==> src/rtl/uart_frame_pkg.sv <==
// Shared types and constants for the UART vector-record framer.
package uart_frame_pkg;

  typedef enum logic [1:0] {
    ST_HUNT   = 2'd0,
    ST_SYNCED = 2'd1,
    ST_RECORD = 2'd2
  } frame_state_t;

  localparam int REC_WIDTH = 32;
  localparam int REC_BYTES = 4;
  localparam int IDX_WIDTH = 2;

  localparam logic [7:0] DEFAULT_END_BYTE = 8'h01;

  function automatic logic [REC_WIDTH-1:0] end_record(input logic [7:0] end_byte);
    return {REC_BYTES{end_byte}};
  endfunction

  localparam logic [REC_WIDTH-1:0] END_RECORD = {REC_BYTES{DEFAULT_END_BYTE}};

endpackage

==> src/rtl/uart_frame_ctrl_gap_timer.sv <==
// Inter-byte gap timer: down-counter reloaded on every strobe, one-cycle expiry
// when TIMEOUT_CLKS consecutive enabled clocks pass without a strobe.
module uart_gap_timer #(
  parameter int TIMEOUT_CLKS = 2048
) (
  input  logic i_Clock,
  input  logic i_Reset,
  input  logic clear,
  input  logic enable,
  output logic expire
);

  localparam int CNT_W = (TIMEOUT_CLKS > 2) ? $clog2(TIMEOUT_CLKS) : 1;
  localparam logic [CNT_W-1:0] LOAD_VAL = CNT_W'(TIMEOUT_CLKS - 1);

  logic [CNT_W-1:0] count;

  // A strobe in the terminal cycle suppresses expiry.
  assign expire = enable && !clear && (count == '0);

  always_ff @(posedge i_Clock) begin
    if (i_Reset || clear || !enable || expire) begin
      count <= LOAD_VAL;
    end else begin
      count <= count - 1'b1;
    end
  end

endmodule

==> src/rtl/uart_frame_ctrl.sv <==
// Frames the uart_rx byte stream into 32-bit vector records: hunts for a zero
// preamble, assembles 4-byte records, detects end records and gap timeouts.
//
//   state     | meaning
//   ----------+-----------------------------------------------------------
//   ST_HUNT   | counting consecutive 8'h00 bytes toward a sync preamble
//   ST_SYNCED | preamble seen; absorbing extra zeros until first data byte
//   ST_RECORD | assembling 4-byte records; 8'h00 is ordinary data
module uart_frame_ctrl
  import uart_frame_pkg::*;
#(
  parameter int         SYNC_LEN     = 8,
  parameter logic [7:0] END_BYTE     = 8'h01,
  parameter int         TIMEOUT_CLKS = 2048
) (
  input  logic        i_Clock,
  input  logic        i_Reset,
  input  logic        i_Rx_DV,
  input  logic [7:0]  i_Rx_Byte,
  output logic        o_Rec_Valid,
  input  logic        i_Rec_Ready,
  output logic [31:0] o_Rec_Data,
  output logic        o_Frame_Start,
  output logic        o_Frame_End,
  output logic        o_Overflow,
  output logic        o_Timeout
);

  localparam int ZC_W = $clog2(SYNC_LEN + 1);
  localparam logic [ZC_W-1:0] SYNC_CNT = ZC_W'(SYNC_LEN);
  localparam logic [IDX_WIDTH-1:0] LAST_IDX = IDX_WIDTH'(REC_BYTES - 1);
  localparam logic [REC_WIDTH-1:0] END_WORD = end_record(END_BYTE);

  frame_state_t         state_q, state_d;
  logic [ZC_W-1:0]      zero_cnt_q, zero_cnt_d;
  logic [IDX_WIDTH-1:0] byte_idx_q, byte_idx_d;
  logic [23:0]          shift_q, shift_d;
  logic                 rec_valid_q, rec_valid_d;
  logic [31:0]          rec_data_q, rec_data_d;
  logic                 start_q, start_d;
  logic                 end_q, end_d;
  logic                 ovf_q, ovf_d;
  logic                 tmo_q, tmo_d;

  logic                 gap_enable;
  logic                 gap_expire;
  logic [31:0]          word;
  logic                 emit;

  // In HUNT the timer only matters while a partial preamble is pending.
  assign gap_enable = (state_q != ST_HUNT) || (zero_cnt_q != '0);
  assign word       = {shift_q, i_Rx_Byte};

  uart_gap_timer #(
    .TIMEOUT_CLKS(TIMEOUT_CLKS)
  ) u_gap_timer (
    .i_Clock(i_Clock),
    .i_Reset(i_Reset),
    .clear  (i_Rx_DV),
    .enable (gap_enable),
    .expire (gap_expire)
  );

  always_comb begin
    state_d     = state_q;
    zero_cnt_d  = zero_cnt_q;
    byte_idx_d  = byte_idx_q;
    shift_d     = shift_q;
    rec_valid_d = rec_valid_q && !i_Rec_Ready;
    rec_data_d  = rec_data_q;
    start_d     = 1'b0;
    end_d       = 1'b0;
    ovf_d       = 1'b0;
    tmo_d       = 1'b0;
    emit        = 1'b0;

    case (state_q)
      ST_HUNT: begin
        if (i_Rx_DV) begin
          if (i_Rx_Byte == 8'h00) begin
            if (zero_cnt_q != SYNC_CNT) begin
              zero_cnt_d = zero_cnt_q + 1'b1;
            end
            if (zero_cnt_q + 1'b1 == SYNC_CNT) begin
              state_d = ST_SYNCED;
              start_d = 1'b1;
            end
          end else begin
            zero_cnt_d = '0;
          end
        end else if (gap_expire) begin
          zero_cnt_d = '0;
        end
      end

      ST_SYNCED: begin
        if (i_Rx_DV) begin
          if (i_Rx_Byte != 8'h00) begin
            shift_d    = {16'h0, i_Rx_Byte};
            byte_idx_d = IDX_WIDTH'(1);
            state_d    = ST_RECORD;
          end
        end else if (gap_expire) begin
          tmo_d      = 1'b1;
          state_d    = ST_HUNT;
          zero_cnt_d = '0;
          byte_idx_d = '0;
          shift_d    = '0;
        end
      end

      ST_RECORD: begin
        if (i_Rx_DV) begin
          shift_d = word[23:0];
          if (byte_idx_q == LAST_IDX) begin
            byte_idx_d = '0;
            if (word == END_WORD) begin
              end_d      = 1'b1;
              state_d    = ST_HUNT;
              zero_cnt_d = '0;
            end else begin
              emit = 1'b1;
            end
          end else begin
            byte_idx_d = byte_idx_q + 1'b1;
          end
        end else if (gap_expire) begin
          tmo_d      = 1'b1;
          state_d    = ST_HUNT;
          zero_cnt_d = '0;
          byte_idx_d = '0;
          shift_d    = '0;
        end
      end

      default: begin
        state_d    = ST_HUNT;
        zero_cnt_d = '0;
        byte_idx_d = '0;
      end
    endcase

    // The output slot is free if empty or being drained this same cycle.
    if (emit) begin
      if (!rec_valid_q || i_Rec_Ready) begin
        rec_valid_d = 1'b1;
        rec_data_d  = word;
      end else begin
        ovf_d = 1'b1;
      end
    end
  end

  always_ff @(posedge i_Clock) begin
    if (i_Reset) begin
      state_q     <= ST_HUNT;
      zero_cnt_q  <= '0;
      byte_idx_q  <= '0;
      shift_q     <= '0;
      rec_valid_q <= 1'b0;
      rec_data_q  <= '0;
      start_q     <= 1'b0;
      end_q       <= 1'b0;
      ovf_q       <= 1'b0;
      tmo_q       <= 1'b0;
    end else begin
      state_q     <= state_d;
      zero_cnt_q  <= zero_cnt_d;
      byte_idx_q  <= byte_idx_d;
      shift_q     <= shift_d;
      rec_valid_q <= rec_valid_d;
      rec_data_q  <= rec_data_d;
      start_q     <= start_d;
      end_q       <= end_d;
      ovf_q       <= ovf_d;
      tmo_q       <= tmo_d;
    end
  end

  assign o_Rec_Valid   = rec_valid_q;
  assign o_Rec_Data    = rec_data_q;
  assign o_Frame_Start = start_q;
  assign o_Frame_End   = end_q;
  assign o_Overflow    = ovf_q;
  assign o_Timeout     = tmo_q;

endmodule

==> config.mk <==
export PLATFORM = sky130hd
export DESIGN_NAME = uart_frame_ctrl
export DESIGN_NICKNAME = d
export VERILOG_FILES = /design/src/rtl/uart_frame_pkg.sv /design/src/rtl/uart_frame_ctrl_gap_timer.sv /design/src/rtl/uart_frame_ctrl.sv
export SDC_FILE = /design/constraint.sdc
export NUM_CORES = 1
export LEC_CHECK = 0
export BUFFER_PORTS_ARGS = -buffer_cell sky130_fd_sc_hd__buf_4
export CAP_MARGIN = 20
export CORE_AREA = 2 2 97 71
export DETAILED_ROUTE_END_ITERATION = 8
export DIE_AREA = 0 0 99 73
export GPL_TIMING_DRIVEN = 0
export PLACE_DENSITY = 0.75
export SKIP_CTS_REPAIR_TIMING = 1
export SLEW_MARGIN = 20
export SYNTH_ARGS = -nofsm -noshare
export SYNTH_HDL_FRONTEND = slang
export SYNTH_HIERARCHICAL = 1
export SYNTH_SLANG_ARGS = --single-unit
==> constraint.sdc <==
create_clock -name i_Clock -period 3.35 [get_ports i_Clock]
set_input_delay 0.67 -clock i_Clock [delete_from_list [all_inputs] [get_ports i_Clock]]
set_output_delay 0.67 -clock i_Clock [all_outputs]
set_load 0.005 [all_outputs]
==> impl_results.rst, run 1 <==
.. list-table::
   :header-rows: 1

   * - Metric
     - Value
   * - Post-synthesis async set-or-reset flop share
     - 0%
   * - Remaining routing DRC violations
     - 0
   * - Most frequent cell after synthesis
     - sky130_fd_sc_hd__dfxtp_1
   * - Pin count of the biggest net entering global routing
     - 14
   * - Buffer levels on the longest clock path
     - 2
   * - Die span in y
     - 73 um
   * - Antenna cells
     - 0
   * - Relative slew margins
     - 51.8%
   * - Violation count after the first detailed-route iteration
     - 192
   * - Initial core utilization
     - 54.2%
   * - Hold/Removal Path Class
     - flop to flop
   * - Overall global routing resource usage
     - 23.0%
   * - Maximum level of the CTS H-tree
     - 3
   * - Share of the clock period used by the worst path after layout
     - 83.9%
   * - Fin Hold WS
     - 0.417 ns
   * - I/O pin count
     - 49
   * - Type of the worst setup path
     - flop to flop
   * - Post-layout instance area
     - 0.00416 mm^2
   * - Most instantiated cells after synthesis
     - sky130_fd_sc_hd__dfxtp_1 (80), sky130_fd_sc_hd__nor2_1 (64), sky130_fd_sc_hd__mux2i_1 (35)
   * - Slew at the pin closest to its max-slew limit
     - 0.717 ns
   * - Average wire per cell in the routed design
     - 15.8 um
   * - Post-synthesis cell type count
     - 53
   * - Main synth FF type
     - sky130_fd_sc_hd__dfxtp_1
   * - Via count
     - 2941
   * - Data required time of the worst path
     - 3.58 ns
   * - # setup viols final
     - 0
   * - TritonCTS clock tree
     - done
   * - Arrival time at the worst endpoint
     - 3.04 ns
   * - Number of CTS-inserted buffers
     - 9
   * - Number of synthesized flops with an enable pin
     - 0
   * - Synth Warn #
     - 6
   * - Min Tclk post-route
     - 2.81 ns
   * - GRT overflow
     - 0
   * - Peak ir drop on the vdd network
     - 0.000223 V
   * - Crit. End Element
     - flop
   * - Post-route clock skew
     - 0.00862 ns
   * - Clock Pin Slew Worst Setup and Hold Paths
     - 0.08 ns
   * - Share of cells above drive strength 1
     - 20.5%
   * - Number of I/O port buffers
     - 48
   * - Standard cell core area
     - 0.00641 mm^2
   * - Placed wire-length estimate after detailed placement
     - 5940 um
   * - Clock latency on the worst-skew pair
     - 0.35 ns
   * - Main area contributors after synthesis
     - sky130_fd_sc_hd__dfxtp_1 (46%), sky130_fd_sc_hd__mux2i_1 (10%), sky130_fd_sc_hd__nor2_1 (6.9%)
   * - DRT Wirelength
     - 8060 um
   * - First-pass detailed-route iteration total
     - 5
   * - Net count, final
     - 446
   * - Cell area after technology mapping
     - 0.00347 mm^2
   * - Synth-to-Final Area Change
     - 19.8%
   * - Crit start category
     - flop
   * - Detailed-route vias per instance
     - 5.76
   * - Layout Utilization
     - 64.9%
   * - Row count
     - 25
   * - Static Leak
     - 1.83 nW
   * - Synth area leader
     - sky130_fd_sc_hd__dfxtp_1
   * - Power density normalized to cell area
     - 426 mW/mm^2
   * - Min setup slack post-route
     - 0.541 ns
   * - Setup total negative slack
     - 0 ns
   * - Max Fanout on Critical Path
     - 10
   * - Count of clock tree sinks
     - 80
   * - Initial antenna violation count
     - 0
   * - Area share of the leading cell type in the synthesized netlist
     - 46.1%
   * - Wire length of the first global-routing pass
     - 13200 um
   * - Area after DPL
     - 0.00394 mm^2
   * - Final max-slew violation count
     - 0
   * - Highest attainable clock frequency
     - 356 MHz
   * - Synthesized netlist net count
     - 387
   * - Syn Inst Count
     - 367
   * - Number of max-cap violations
     - 0
   * - Hold Vio Cnt, Final
     - 0
   * - Count of antenna-violating nets left after detailed routing
     - 0
   * - Synthesized flop and latch total
     - 80
   * - Status
     - finished, final reports clean
   * - Minimum setup slack after placement
     - 0.201 ns
   * - Via count of the first global-routing pass
     - 2664
   * - Buffer cell driving the clock tree root
     - sky130_fd_sc_hd__clkbuf_8
   * - Average instance area after synthesis
     - 9.47 um^2
   * - Sequential area share after synthesis
     - 46.1%
   * - Die outline area
     - 0.00723 mm^2
   * - Final Wtd Congestion
     - 0.907
   * - Setup repair after global routing missed its margin
     - no
   * - Width of the die
     - 99 um
-- layout by cell type (no fill, tap or decap), drive strengths merged, types with 3 or more instances in the layout --
cell type and count:
inv 12, ha 8, a21oi 8, o211ai 4
mux2i 35, o21ai 11, or3 6, nand2 10
nand2b 5, o31ai 5, and2 3, a22oi 24
or4 4, nor3b 3, or2 5, nor3 5
nand3 14, dfxtp 80, nand4 7, and3 3
nor4 6, buf 57, clkbuf 22, nor2 64
-- logic make-up after synthesis --
logic type / Yosys count / synth area share [%]
compound gates: 66 / 14.0
xor+xnor: 2 / 0.504
fa+ha+maj: 8 / 2.88
buf+inv: 33 / 4.61
flops: 80 / 46.1
mux: 35 / 10.1
simple gates: 143 / 21.8
-- sequential cells by signal, indices dropped and copies added (netlist names) --
register / flops
o_Frame_Start: 1
state_q: 2
shift_q: 24
o_Overflow: 1
u_gap_timer/count: 11
o_Rec_Data: 32
o_Rec_Valid: 1
o_Timeout: 1
byte_idx_q: 2
zero_cnt_q: 4
o_Frame_End: 1
-- worst paths after layout --
| check | depth (start not counted) | from | slack, ns | end |
|---|---|---|---|---|
| max | 9 | u_gap_timer/count[0] | 0.54 | shift_q[6] |
| min | 1 | u_gap_timer/count[0] | 0.42 | u_gap_timer/count[0] |
| max reg2reg | 9 | u_gap_timer/count[0] | 0.54 | shift_q[6] |
| min reg2reg | 1 | u_gap_timer/count[0] | 0.42 | u_gap_timer/count[0] |
-- metal layers --
metal  up-vias  track usage [%]  wire length [um]
met5         -                0                 0
met3        10             6.23               661
met1      1383             33.1              3900
met2       117             33.6              3400
met4         0             7.31                90
li1       1431                -                 -
-- stage by stage --
step | instances | total power [W]
after detailed placement | 496 | 0.00102
after CTS | 511 | 0.00178
after global routing | 511 | 0.00182
after global placement | 496 | 0.00102
final | 511 | 0.00177
after floorplan | 367 | 0.000993
-- cell type report --
type                    count  area [um^2]
plain buffers              21          115
clock buffers              10          138
clock inverters             5         81.3
fillers                   555         2250
inverters                  12         45.0
multi-input cells         254         1720
flip-flops and latches     80         1600
well taps                  81          101
repair buffers             48          360
-- power breakdown --
group	internal, W	switching, W
Clock	0.000436	0.000338
Combinational	0.0000149	0.0000330
Sequential	0.000950	0.0000000483
Total	0.00140	0.000371
-- worst max-delay path: stages, from the launching register on --
cell                       delay, ns
sky130_fd_sc_hd__dfxtp_1        0.34
sky130_fd_sc_hd__inv_1          0.06
sky130_fd_sc_hd__ha_1           0.19
sky130_fd_sc_hd__or4b_1         0.44
sky130_fd_sc_hd__buf_2          0.18
sky130_fd_sc_hd__nor4_2         0.65
sky130_fd_sc_hd__o211ai_2       0.28
sky130_fd_sc_hd__buf_2          0.26
sky130_fd_sc_hd__a22oi_1        0.22
sky130_fd_sc_hd__nor2_1         0.06
No activity file was read; power rests on OpenSTA's default activity.
==> run 2, diff against run 1 <==
clock period = 2.6 ns   (was 3.35 ns; I/O delays follow)
==> impl_results.rst, run 2 (synthesis results as in run 1) <==
.. list-table::
   :header-rows: 1

   * - Metric
     - Value
   * - Initial core utilization
     - 54.2%
   * - Most crowded layer after global routing
     - met2
   * - Die span in y
     - 73 um
   * - Detailed-route vias per instance
     - 5.78
   * - Critical path buffer and inverter count
     - 1
   * - Power density normalized to cell area
     - 546 mW/mm^2
   * - Met1 track utilization from global routing
     - 33.1%
   * - Global-route met3 utilization
     - 6.23%
   * - Pin count of the biggest net entering global routing
     - 14
   * - Buffer levels on the longest clock path
     - 2
   * - GRT overflow
     - 0
   * - Status
     - finished, final reports clean
   * - Buffer cell driving the clock tree root
     - sky130_fd_sc_hd__clkbuf_8
   * - Overall global routing resource usage
     - 23.0%
   * - First-pass detailed-route iteration total
     - 7
   * - Crit start category
     - flop
   * - Static Leak
     - 1.85 nW
   * - Row count
     - 25
   * - Post-route clock skew
     - 0.00844 ns
   * - Width of the die
     - 99 um
   * - Final max-slew violation count
     - 0
   * - Crit path max-delay family
     - simple AND/OR/NAND/NOR gates
   * - Relative slew margins
     - 58.9%
   * - Hold/Removal Path Class
     - flop to flop
   * - Initial antenna violation count
     - 0
   * - Slowest cell delay on critical path
     - 0.56 ns
   * - Max Fanout on Critical Path
     - 10
   * - Most used cells in the layout excluding fill and tap cells
     - sky130_fd_sc_hd__dfxtp_1 (80), sky130_fd_sc_hd__nor2_1 (64), sky130_fd_sc_hd__buf_4 (49)
   * - Die outline area
     - 0.00723 mm^2
   * - Via count of the first global-routing pass
     - 2664
   * - Number of max-cap violations
     - 0
   * - # setup viols final
     - 0
   * - Flip-flop count of the largest register after layout
     - 32
   * - Min Tclk post-route
     - 2.46 ns
   * - Share of cells above drive strength 1
     - 20.6%
   * - Number of CTS-inserted buffers
     - 9
   * - Type of the worst setup path
     - flop to flop
   * - Data required time of the worst path
     - 2.82 ns
   * - Standard cell core area
     - 0.00641 mm^2
   * - Net count, final
     - 447
   * - Final Wtd Congestion
     - 0.907
   * - Pwr Total
     - 0.00228 W
   * - Average wire per cell in the routed design
     - 15.8 um
   * - Highest attainable clock frequency
     - 406 MHz
   * - Violation count after the first detailed-route iteration
     - 175
   * - Area after DPL
     - 0.00394 mm^2
   * - Leading cell type in the layout, fill and taps excluded
     - sky130_fd_sc_hd__dfxtp_1
   * - Count of antenna-violating nets left after detailed routing
     - 0
   * - Library cell contributing the largest single delay on the critical path
     - sky130_fd_sc_hd__o311ai_4
   * - Number of cells on the worst hold path
     - 1
   * - Share of the clock period used by the worst path after layout
     - 94.7%
   * - Clock Pin Slew Worst Setup and Hold Paths
     - 0.08 ns
   * - Cell chain of the critical path
     - nor4b_1 -> nand4_1 -> o311ai_4 -> buf_6 -> mux2i_1 -> nor2_1
   * - Remaining routing DRC violations
     - 0
   * - I/O pin count
     - 49
   * - Post-layout instance area
     - 0.00418 mm^2
   * - Number of I/O port buffers
     - 48
   * - Count of clock tree sinks
     - 80
   * - Maximum level of the CTS H-tree
     - 3
   * - Via count
     - 2959
   * - DRT Wirelength
     - 8070 um
   * - Antenna cells
     - 0
   * - Slew at the pin closest to its max-slew limit
     - 0.612 ns
   * - Count of filler cells inserted in the layout
     - 555
   * - Clock latency on the worst-skew pair
     - 0.35 ns
   * - Worst r2r path cells
     - 6
   * - Synth-to-Final Area Change
     - 20.3%
   * - Wire length of the first global-routing pass
     - 13200 um
   * - Count of cell instances traversed by the critical path
     - 6
   * - Placed wire-length estimate after detailed placement
     - 5940 um
   * - Crit. End Element
     - flop
   * - TritonCTS clock tree
     - done
   * - Peak ir drop on the vdd network
     - 0.000287 V
   * - Setup repair after global routing missed its margin
     - no
   * - Met2 layer usage reported by global route
     - 33.6%
   * - Arrival time at the worst endpoint
     - 2.68 ns
   * - Hold Vio Cnt, Final
     - 0
## run 2: cell types whose count changed in the layout (fill, tap and decap cells not counted), sizes merged
cell / change
buf: +1
## run 2: through the flow
step	std cells	hold slack [ns]	worst slack (ns)	setup TNS, ns	utilization, %
floorplan	367	0.379	0.0630	0	-
global placement	496	0.394	-0.448	-11.47	61.4
detailed placement	496	0.400	-0.549	-13.90	61.4
CTS	511	0.420	-0.517	-12.58	64.8
global route	512	0.435	0.00551	0	65.2
finish	512	0.417	0.138	0	65.2
## run 2: layer usage
layer  share of wire (%)  wire length [um]  vias up
met5                   0                 0        -
met4                 1.0                83        0
met3                 8.8               708       12
met2                  42              3390      120
met1                  48              3890     1394
li1                    -                 -     1433
## run 2: worst paths after layout
kind / endpoint / slack (ns) / from
setup / recovery: o_Rec_Data[25] / 0.14 / shift_q[15]
hold / removal: u_gap_timer/count[0] / 0.42 / u_gap_timer/count[0]
setup reg to reg: o_Rec_Data[25] / 0.14 / shift_q[15]
hold reg to reg: u_gap_timer/count[0] / 0.42 / u_gap_timer/count[0]
## run 2: power by group
part / leakage [nW] / internal, W / switching, W
clock network: 0.108 / 0.000561 / 0.000435
logic: 1.10 / 0.0000193 / 0.0000426
registers: 0.644 / 0.00122 / 0.0000000623
## run 2: area by class of cell
class,count,area (um^2),share of cell area (%)
clock buffers,10,138,3.29
well taps,81,101,2.43
clock inverters,5,81.3,1.95
plain buffers,21,115,2.75
repair buffers,49,368,8.80
flip-flops and latches,80,1600,38.3
multi-input cells,254,1730,41.4
inverters,12,45.0,1.08
